### config.mk
export PLATFORM = sky130hd
export DESIGN_NAME = mul_div_unit
export DESIGN_NICKNAME = d
export VERILOG_FILES = /design/src/rtl/mul_div_unit.sv
export SDC_FILE = /design/constraint.sdc
export NUM_CORES = 1
export LEC_CHECK = 0
export ABC_CLOCK_PERIOD_IN_PS = 5800
export BUFFER_PORTS_ARGS = -buffer_cell sky130_fd_sc_hd__buf_2
export CAP_MARGIN = 40
export CELL_PAD_IN_SITES_DETAIL_PLACEMENT = 1
export CELL_PAD_IN_SITES_GLOBAL_PLACEMENT = 1
export CORE_ASPECT_RATIO = 1.1
export CORE_MARGIN = 3
export CORE_UTILIZATION = 50
export CTS_CLUSTER_DIAMETER = 150
export DETAILED_ROUTE_END_ITERATION = 16
export PLACE_DENSITY = 0.95
export SLEW_MARGIN = 20
export SYNTH_ARGS = -nofsm -noshare
export SYNTH_HDL_FRONTEND = slang
export SYNTH_SLANG_ARGS = --single-unit
### constraint.sdc
create_clock -name clk -period 5.8 [get_ports clk]
set_clock_uncertainty 0.2 [all_clocks]
set_input_delay 1.16 -clock clk [delete_from_list [all_inputs] [get_ports clk]]
set_output_delay 1.16 -clock clk [all_outputs]
set_load 0.02 [all_outputs]
### src/rtl/mul_div_unit.sv
// Iterative radix-2 multiply / restoring divide unit feeding the register file write port.
// Latency: WIDTH+1 cycles from accepted start to done (1 cycle for divide by zero).
// Backpressure: one op in flight; start is ignored while busy; flush aborts RUN/DONE with no write-back.
//
// Ports: clk/rst (async active-low), start/flush/op/sign_en/src1/src2/rd_in requests;
//        busy, done, we_out (== done), rd_out, result (held until the next completion).
// Optional: define MULDIV_SIGNED_EN to honour sign_en (two's complement operands).

`ifndef DATA_LEN
`define DATA_LEN 32
`endif
`ifndef REG_ADDR_LEN
`define REG_ADDR_LEN 5
`endif

module mul_div_unit #(
    parameter int WIDTH = `DATA_LEN,
    parameter int CNT_W = 6
) (
    input  logic                     clk,
    input  logic                     rst,
    input  logic                     start,
    input  logic                     flush,
    input  logic [1:0]               op,
    input  logic                     sign_en,
    input  logic [WIDTH-1:0]         src1,
    input  logic [WIDTH-1:0]         src2,
    input  logic [`REG_ADDR_LEN-1:0] rd_in,
    output logic                     busy,
    output logic                     done,
    output logic                     we_out,
    output logic [`REG_ADDR_LEN-1:0] rd_out,
    output logic [WIDTH-1:0]         result
);

    typedef enum logic [1:0] {S_IDLE, S_RUN, S_DONE} state_t;

    state_t                     state_q, state_d;
    logic [CNT_W-1:0]           cnt_q, cnt_d;
    logic [2*WIDTH-1:0]         acc_q, acc_d;      // MUL: product; DIV: remainder:quotient
    logic [WIDTH-1:0]           a_q, a_d;          // |multiplicand| or |divisor|
    logic [WIDTH-1:0]           b_q, b_d;          // |multiplier| (shifts right) or |dividend| (shifts left)
    logic [1:0]                 op_q, op_d;
    logic [`REG_ADDR_LEN-1:0]   rd_q, rd_d;
    logic [WIDTH-1:0]           res_q, res_d;

    logic                       s1_neg, s2_neg;
    logic [WIDTH-1:0]           mag1, mag2;
    logic [WIDTH:0]             mul_sum;
    logic [WIDTH:0]             div_sh;
    logic [WIDTH+1:0]           div_diff;
    logic [2*WIDTH-1:0]         prod;
    logic [WIDTH-1:0]           quo, rem;

`ifdef MULDIV_SIGNED_EN
    logic neg_q, neg_d;     // product / quotient sign
    logic rneg_q, rneg_d;   // remainder sign follows the dividend
    assign s1_neg = sign_en & src1[WIDTH-1];
    assign s2_neg = sign_en & src2[WIDTH-1];
    assign mag1   = s1_neg ? (~src1 + 1'b1) : src1;
    assign mag2   = s2_neg ? (~src2 + 1'b1) : src2;
`else
    logic unused_sign_en;
    assign unused_sign_en = sign_en;
    assign s1_neg = 1'b0;
    assign s2_neg = 1'b0;
    assign mag1   = src1;
    assign mag2   = src2;
`endif

    assign mul_sum  = {1'b0, acc_q[2*WIDTH-1:WIDTH]} + (b_q[0] ? {1'b0, a_q} : '0);
    assign div_sh   = {acc_q[2*WIDTH-1:WIDTH], b_q[WIDTH-1]};
    // MSB set means the trial subtraction borrowed.
    assign div_diff = {1'b0, div_sh} - {2'b00, a_q};

    always_comb begin
        state_d = state_q;
        cnt_d   = cnt_q;
        acc_d   = acc_q;
        a_d     = a_q;
        b_d     = b_q;
        op_d    = op_q;
        rd_d    = rd_q;
        res_d   = res_q;
        prod    = '0;
        quo     = '0;
        rem     = '0;
`ifdef MULDIV_SIGNED_EN
        neg_d   = neg_q;
        rneg_d  = rneg_q;
`endif
        case (state_q)
            S_IDLE: begin
                if (start && !flush) begin
                    op_d  = op;
                    rd_d  = rd_in;
                    a_d   = mag2;
                    b_d   = mag1;
                    acc_d = '0;
                    cnt_d = '0;
`ifdef MULDIV_SIGNED_EN
                    neg_d  = s1_neg ^ s2_neg;
                    rneg_d = s1_neg;
`endif
                    if (op[1] && (src2 == '0)) begin
                        // Divide by zero: all-ones quotient, raw dividend as remainder.
                        state_d = S_DONE;
                        res_d   = op[0] ? src1 : '1;
                    end else begin
                        state_d = S_RUN;
                    end
                end
            end
            S_RUN: begin
                if (flush) begin
                    state_d = S_IDLE;
                end else begin
                    cnt_d = cnt_q + CNT_W'(1);
                    if (!op_q[1]) begin
                        acc_d = {mul_sum, acc_q[WIDTH-1:1]};
                        b_d   = b_q >> 1;
                    end else begin
                        b_d = b_q << 1;
                        if (!div_diff[WIDTH+1])
                            acc_d = {div_diff[WIDTH-1:0], acc_q[WIDTH-2:0], 1'b1};
                        else
                            acc_d = {div_sh[WIDTH-1:0], acc_q[WIDTH-2:0], 1'b0};
                    end
                    if (cnt_q == CNT_W'(WIDTH-1)) begin
                        state_d = S_DONE;
                        prod    = acc_d;
                        quo     = acc_d[WIDTH-1:0];
                        rem     = acc_d[2*WIDTH-1:WIDTH];
`ifdef MULDIV_SIGNED_EN
                        if (neg_q)  prod = ~acc_d + 1'b1;
                        if (neg_q)  quo  = ~acc_d[WIDTH-1:0] + 1'b1;
                        if (rneg_q) rem  = ~acc_d[2*WIDTH-1:WIDTH] + 1'b1;
`endif
                        case (op_q)
                            2'b00:   res_d = prod[WIDTH-1:0];
                            2'b01:   res_d = prod[2*WIDTH-1:WIDTH];
                            2'b10:   res_d = quo;
                            default: res_d = rem;
                        endcase
                    end
                end
            end
            default: state_d = S_IDLE;   // S_DONE lasts one cycle, flushed or not
        endcase
    end

    always_ff @(posedge clk or negedge rst) begin
        if (!rst) begin
            state_q <= S_IDLE;
            cnt_q   <= '0;
            acc_q   <= '0;
            a_q     <= '0;
            b_q     <= '0;
            op_q    <= '0;
            rd_q    <= '0;
            res_q   <= '0;
`ifdef MULDIV_SIGNED_EN
            neg_q   <= 1'b0;
            rneg_q  <= 1'b0;
`endif
        end else begin
            state_q <= state_d;
            cnt_q   <= cnt_d;
            acc_q   <= acc_d;
            a_q     <= a_d;
            b_q     <= b_d;
            op_q    <= op_d;
            rd_q    <= rd_d;
            res_q   <= res_d;
`ifdef MULDIV_SIGNED_EN
            neg_q   <= neg_d;
            rneg_q  <= rneg_d;
`endif
        end
    end

    assign busy   = (state_q != S_IDLE);
    assign done   = (state_q == S_DONE) && !flush;
    assign we_out = done;
    assign rd_out = rd_q;
    assign result = res_q;

endmodule

==> run summary, run 1 <==
reg2reg setup slack -> 1310 ps
Worst slew margin -> 0.416
Max VDD drop -> 0.206 mV
vias per cell -> 6.83
Worst Min Path Start -> rd_out[0]$_DFFE_PN0P_
syn nets -> 1635
GRT Overall Usage -> 0.352
Leak Pwr -> 6.59 nW
worst r2r src -> acc_q[36]$_DFFE_PN0P_
crit path max fanout -> 18
RSZ-0062 raised after global routing -> no
Mapped Cells -> 1492
vias in the first global route -> 13300
Initial Utilization -> 0.513
# hold bufs at CTS -> 0
Final setup viols -> 0
Root Driver -> clkbuf_16
top_reg_cell synth -> dfrtp_1
Fin. Hold Viols -> 0
mux cell area share after synthesis -> 0.0816
Min-Delay Endpoint -> rd_out[0]$_DFFE_PN0P_
CTS buffer count -> 17
share of layout cells above drive strength 1 -> 0.132
Critical Path Source Type -> flip-flop
Die Height -> 173 microns
synth warn -> 0
worst-case clock buffer depth -> 2
Reg2Reg Depth -> 11
I/O Pins -> 116
FP Rows -> 60
Final Max Tran Viols -> 0
Mean Syn Cell Area -> 8.49 sq um
first-pass GRT wire length -> 75800 microns
Critical Path End Type -> flip-flop
core area -> 0.0247 sq mm
number of flops mapped to enable cells by yosys -> 0
main combinational cell family by area after synthesis -> compound AO/OA/AOI/OAI gates
Hold WS -> 278 ps
DRT Pass-1 Iters -> 8
Yosys cell types -> 76
number of synthesized register bits -> 175
PortBufs -> 114
Tmin final -> 4490 ps
Die X -> 158 microns
initial antenna violation count -> 2
XOR/XNOR Fraction of Synth Area -> 0.0373
worst slack, placed -> 1450 ps
CTS H-tree depth -> 4
CTS tree -> done
Tcrit/Tclk final -> 0.773
drc violations -> 0
Max Cap Violations -> 0
Post-CTS Setup Bufs -> 0
kind of critical path -> flip-flop to flip-flop
PD cells -> 443 mW/mm^2
Worst Hold Depth -> 2
Routed WL -> 49100 microns
# resized after CTS -> 0
fin util -> 0.574
Final WS setup -> 1310 ps
GP Congestion -> 0.945
Hold Path Class -> flip-flop to flip-flop
DR iter-0 viols -> 1180
via count -> 12800
post-synthesis sequential area ratio -> 0.346
fmax -> 223 MHz
Die Area -> 0.0273 sq mm
Clock Latency Late Sink -> 460 ps
Final HPWL DP -> 34800 microns
post-synthesis async set-or-reset flop share -> 1.00
Setup TNS Final -> 0 ps
CTS sink count -> 175
simple-gate share of the synthesized area -> 0.166
worst path arrival time -> 4580 ps
status -> finished, final reports clean
detailed-route wire length per cell -> 26.2 microns
Crit path required time -> 5890 ps
Congestion Overflow GR -> 0
NumNets Final -> 1695
largest net degree at the start of global routing -> 71
post-synthesis adder-cell area fraction -> 0.0673
Final ANT Viol Nets -> 0
worst-margin pin slew -> 877 ps
r2r endpoint -> result[14]$_DFFE_PN0P_
Synth Cell Area -> 0.0127 sq mm
Compound-Gate Fraction of Synth Area -> 0.255
Clk pin slew, worst setup/hold paths -> 80 ps
Synth-to-Final Area Change -> 11.9%
placed cells by master (no fill, tap or decap), types with 9 or more instances in the layout:
master       n
nand2_1    185
xor2_1      24
a221o_1     35
a22o_1      14
ha_1        65
nand3_1     26
nand4_1     16
dfrtp_1    174
a211oi_1    13
a21o_1      27
mux2i_1     86
a21oi_1     96
nor2b_1      9
a31oi_1     15
o211ai_1    12
nor2_1     104
buf_4       17
clkbuf_16   17
o21ai_0    160
a211o_1     10
and2_1      38
nor3_1      22
xnor2_1     30
buf_2      113
o31ai_1     34
or3_1       10
inv_1       52
critical path, cell delays in order, from the launching register on:
cell,delay [ps]
dfrtp_1,440
ha_1,430
o21ai_0,180
a2111oi_2,430
o21ai_2,170
a211oi_2,470
o211ai_4,260
nand2_2,380
buf_4,350
mux2_2,410
a211oi_1,370
o21ai_0,230
cell type report:
type	count	area, sq um
sequential	175	4380
tap	310	388
inverter	53	199
clock buffer	18	429
timing repair buffer	139	885
fill	2893	10500
antenna	2	5.00
multi-input combinational	1166	7720
clock inverter	14	163
report_power, final:
part	internal (mW)	switching, mW	total, mW	leakage [nW]
logic	1.25	2.07	3.32	4.00
clock network	0.586	0.630	1.22	0.290
registers	1.43	0.310	1.74	2.30
total	3.27	3.01	6.28	6.59
metal layers:
layer  part of all wire  track usage
met5            0.00022            0
met4              0.051        0.173
met3              0.074       0.0576
met2               0.47        0.569
met1               0.41        0.456
cell families (layout without fill, tap and decap cells):
| group | count (synthesis) | in the layout |
|---|---|---|
| DFF | 175 | 175 |
| muxes | 98 | 98 |
| buffers and inverters | 151 | 224 |
| xor gates and xnor gates | 54 | 54 |
| adders and majority gates | 67 | 67 |
| and+or+nand+nor | 458 | 458 |
| AOI/OAI and AO/OA | 489 | 489 |
| other | 0 | 2 |
sequential cells by signal (all words and copies together) (netlist names):
| register | flops |
|---|---|
| b_q | 32 |
| state_q | 2 |
| cnt_q | 6 |
| rd_out | 5 |
| op_q | 2 |
| acc_q | 64 |
| a_q | 32 |
| result | 32 |
worst max path at each step:
stage                     cells past startpoint                   from  slack, ps                      to
final                                        11  acc_q[36]$_DFFE_PN0P_       1310  result[14]$_DFFE_PN0P_
after CTS                                    11  acc_q[36]$_DFFE_PN0P_       1380  result[14]$_DFFE_PN0P_
after detailed placement                     11                src2[6]       1450   result[7]$_DFFE_PN0P_
after global routing                         11  acc_q[36]$_DFFE_PN0P_       1200  result[14]$_DFFE_PN0P_
after floorplan                               4                  flush       2080                  we_out
after global placement                       12     b_q[0]$_DFFE_PN0P_       1510  result[15]$_DFFE_PN0P_
through the flow:
stage / total power [mW] / instance area (sq um) / instances
3_3_place_gp: 4.72 / 13400 / 1836
4_1_cts: 6.17 / 14200 / 1874
6_report: 6.28 / 14200 / 1877
2_1_floorplan: 3.93 / 12700 / 1492
5_1_grt: 6.59 / 14200 / 1876
3_5_place_dp: 4.92 / 13600 / 1842
Yosys cell counts (all sizes together), types with 16 or more instances:
library cell / instances / area [sq um]
and2: 39 / 244
buf: 21 / 111
dfrtp: 175 / 4380
nand3: 26 / 130
inv: 52 / 195
nor3: 23 / 120
o21ai: 166 / 835
a221o: 35 / 350
mux2i: 86 / 861
xor2: 24 / 210
nand4: 16 / 100
o31ai: 34 / 255
ha: 65 / 813
xnor2: 30 / 263
nand2: 186 / 701
nor2: 106 / 398
a21o: 27 / 203
clkbuf: 77 / 289
a21oi: 97 / 489
(Power assumes the default switching activity.)
==> run 2, diff against run 1 <==
--- a/config.mk
+++ b/config.mk
@@ -5,17 +5,17 @@
 export SDC_FILE = /design/constraint.sdc
 export NUM_CORES = 1
 export LEC_CHECK = 0
-export ABC_CLOCK_PERIOD_IN_PS = 5800
+export ABC_CLOCK_PERIOD_IN_PS = 4500
 export BUFFER_PORTS_ARGS = -buffer_cell sky130_fd_sc_hd__buf_2
 export CAP_MARGIN = 40
 export CELL_PAD_IN_SITES_DETAIL_PLACEMENT = 1
 export CELL_PAD_IN_SITES_GLOBAL_PLACEMENT = 1
 export CORE_ASPECT_RATIO = 1.1
 export CORE_MARGIN = 3
-export CORE_UTILIZATION = 50
+export CORE_UTILIZATION = 46
 export CTS_CLUSTER_DIAMETER = 150
 export DETAILED_ROUTE_END_ITERATION = 16
-export PLACE_DENSITY = 0.95
+export PLACE_DENSITY = 0.89
 export SLEW_MARGIN = 20
 export SYNTH_ARGS = -nofsm -noshare
 export SYNTH_HDL_FRONTEND = slang
==> constraint.sdc (replaced) <==
create_clock -name clk -period 4.5 [get_ports clk]
set_clock_uncertainty 0.2 [all_clocks]
set_input_delay 0.9 -clock clk [delete_from_list [all_inputs] [get_ports clk]]
set_output_delay 0.9 -clock clk [all_outputs]
set_load 0.02 [all_outputs]
==> run 2 against run 1 <==
Net effect:
- non-clock buffer count rose by 7
- via count shrank 5.2%
- sequential power up 28%
- cell count is 2.7% higher
- sequential share of layout area hardly changed
- power increased by 28%
- worst setup slack got worse by 990 ps
==> run summary, run 2 (synthesis gave the netlist of run 1 again) <==
Final setup viols -> 0 (unchanged)
CTS buffer count -> 17 (unchanged)
Routed WL -> 45700 microns (-7.0%)
PortBufs -> 114 (unchanged)
# resized after CTS -> 0 (unchanged)
fmax -> 240 MHz (+7.5%)
Critical Path Source Type -> flip-flop
Crit path required time -> 4620 ps (-1270 ps)
dpl cells -> 1897 (+3.0%)
Final Non-Filler Cells -> 1928 (+2.7%)
worst r2r src -> b_q[31]$_DFFE_PN0P_
largest net degree at the start of global routing -> 100 (+41%)
Final HPWL DP -> 33100 microns (-4.9%)
crit path max fanout -> 4 (-14)
most frequent cells in the layout -> nand2_1, dfrtp_1, o21ai_0
worst path arrival time -> 4300 ps (-280 ps)
Reg with most FFs -> acc_q
Die Height -> 180 microns (+4.1%)
Worst slew margin -> 0.439 (+0.0230)
CTS tree -> done
Hold Path Class -> input pin to asynchronous set/reset pin
Clock Latency Late Sink -> 450 ps (about the same)
initial antenna violation count -> 3 (+1)
GRT Overall Usage -> 0.310 (-0.0426)
Fin. Hold Viols -> 0 (unchanged)
Max Cap Violations -> 0 (unchanged)
worst-case clock buffer depth -> 2 (unchanged)
PD cells -> 565 mW/mm^2 (+27%)
Final Max Tran Viols -> 0 (unchanged)
Die Area -> 0.0296 sq mm (+8.4%)
DR iter-0 viols -> 1023 (-13%)
GP Congestion -> 0.964 (+2.0%)
CTS H-tree depth -> 4 (unchanged)
Worst setup startpoint -> b_q[31]$_DFFE_PN0P_
Congestion Overflow GR -> 0 (unchanged)
first-pass GRT wire length -> 72000 microns (-5.1%)
Root Driver -> clkbuf_16
Synth-to-Final Area Change -> 12.0%
share of layout cells above drive strength 1 -> 0.136 (+0.00331)
drc violations -> 0 (unchanged)
Post-CTS Setup Bufs -> 0 (unchanged)
Critical Path End Type -> flip-flop
status -> finished, final reports clean
CTS sink count -> 175 (unchanged)
Initial Utilization -> 0.469 (-0.0444)
NumNets Final -> 1702 (+0.41%)
commonest non-fill, non-tap cell in the layout -> nand2_1
Tmin final -> 4170 ps (-312 ps)
Leak Pwr -> 6.58 nW (-0.14%)
detailed-route wire length per cell -> 23.7 microns (-9.5%)
max reg flops -> 64 (unchanged)
FP Rows -> 63 (+5.0%)
Clk pin slew, worst setup/hold paths -> 70 ps (about the same)
kind of critical path -> flip-flop to flip-flop
antenna cells -> 0 (-2)
Tcrit/Tclk final -> 0.928 (+0.154)
Layout fillers -> 3227 (+12%)
# hold bufs at CTS -> 0 (unchanged)
Die X -> 164 microns (+4.1%)
DRT Pass-1 Iters -> 5 (-3)
core area -> 0.0270 sq mm (+9.5%)
worst-margin pin slew -> 842 ps (-34.5 ps)
Max VDD drop -> 0.317 mV (+54%)
I/O Pins -> 116 (unchanged)
Final ANT Viol Nets -> 0 (unchanged)
RSZ-0062 raised after global routing -> no
via count -> 12200 (-5.2%)
Setup TNS Final -> 0 ps (unchanged)
vias per cell -> 6.31 (-7.7%)
vias in the first global route -> 12700 (-4.1%)
[run 2: metrics by stage]
step           area, sq um  setup slack, ps  utilization  hold WS (ps)  total power [mW]
6_report             14200              326        0.525           270              8.02
5_1_grt              14200             88.8        0.525           304              8.52
4_1_cts              14200              398        0.525           282              7.94
3_5_place_dp         13600              426        0.503           267              6.35
3_3_place_gp         13600              499        0.503           255              6.18
2_1_floorplan        12700              880            -           248              5.06
[run 2: critical path: stages (launching register included)]
cell	delay, ps
dfrtp_1	500
inv_1	130
ha_1	250
fa_1	420
nor2b_1	180
o2111ai_1	240
a2111o_1	530
a31oi_1	420
a41oi_1	170
o21a_1	140
xnor2_1	130
a311o_1	380
a221o_1	350
[run 2: routing by layer]
metal | vias up | track usage | part of all wire
li1 | 5568 | - | -
met1 | 5973 | 0.410 | 0.42
met2 | 490 | 0.495 | 0.46
met3 | 121 | 0.0531 | 0.066
met4 | 6 | 0.138 | 0.045
met5 | - | 0 | 0.00077
[run 2: final cells by class]
class	count	area (sq um)	area share
clock buffers	20	457	0.0322
clock inverters	11	133	0.00934
well taps	357	447	0.0315
inverters	53	199	0.0140
flip-flops and latches	175	4380	0.309
repair buffers	146	855	0.0602
multi-input cells	1166	7720	0.544
[run 2: power breakdown]
group          total, mW  switching, mW  internal (mW)
logic               4.24           2.62           1.62
registers           2.22          0.374           1.85
clock network       1.56          0.705          0.852
total               8.02           3.70           4.32
[run 2: path summary, 6_finish.rpt]
| check | end | slack (ps) | cells past startpoint |
|---|---|---|---|
| max | result[30]$_DFFE_PN0P_ | 330 | 12 |
| min | b_q[4]$_DFFE_PN0P_ | 270 | 1 |
| max reg2reg | result[30]$_DFFE_PN0P_ | 330 | 12 |
| min reg2reg | rd_out[1]$_DFFE_PN0P_ | 280 | 2 |
| max in group asynchronous | a_q[22]$_DFFE_PN0P_ | 2850 | 2 |
| min in group clk | rd_out[1]$_DFFE_PN0P_ | 280 | 2 |
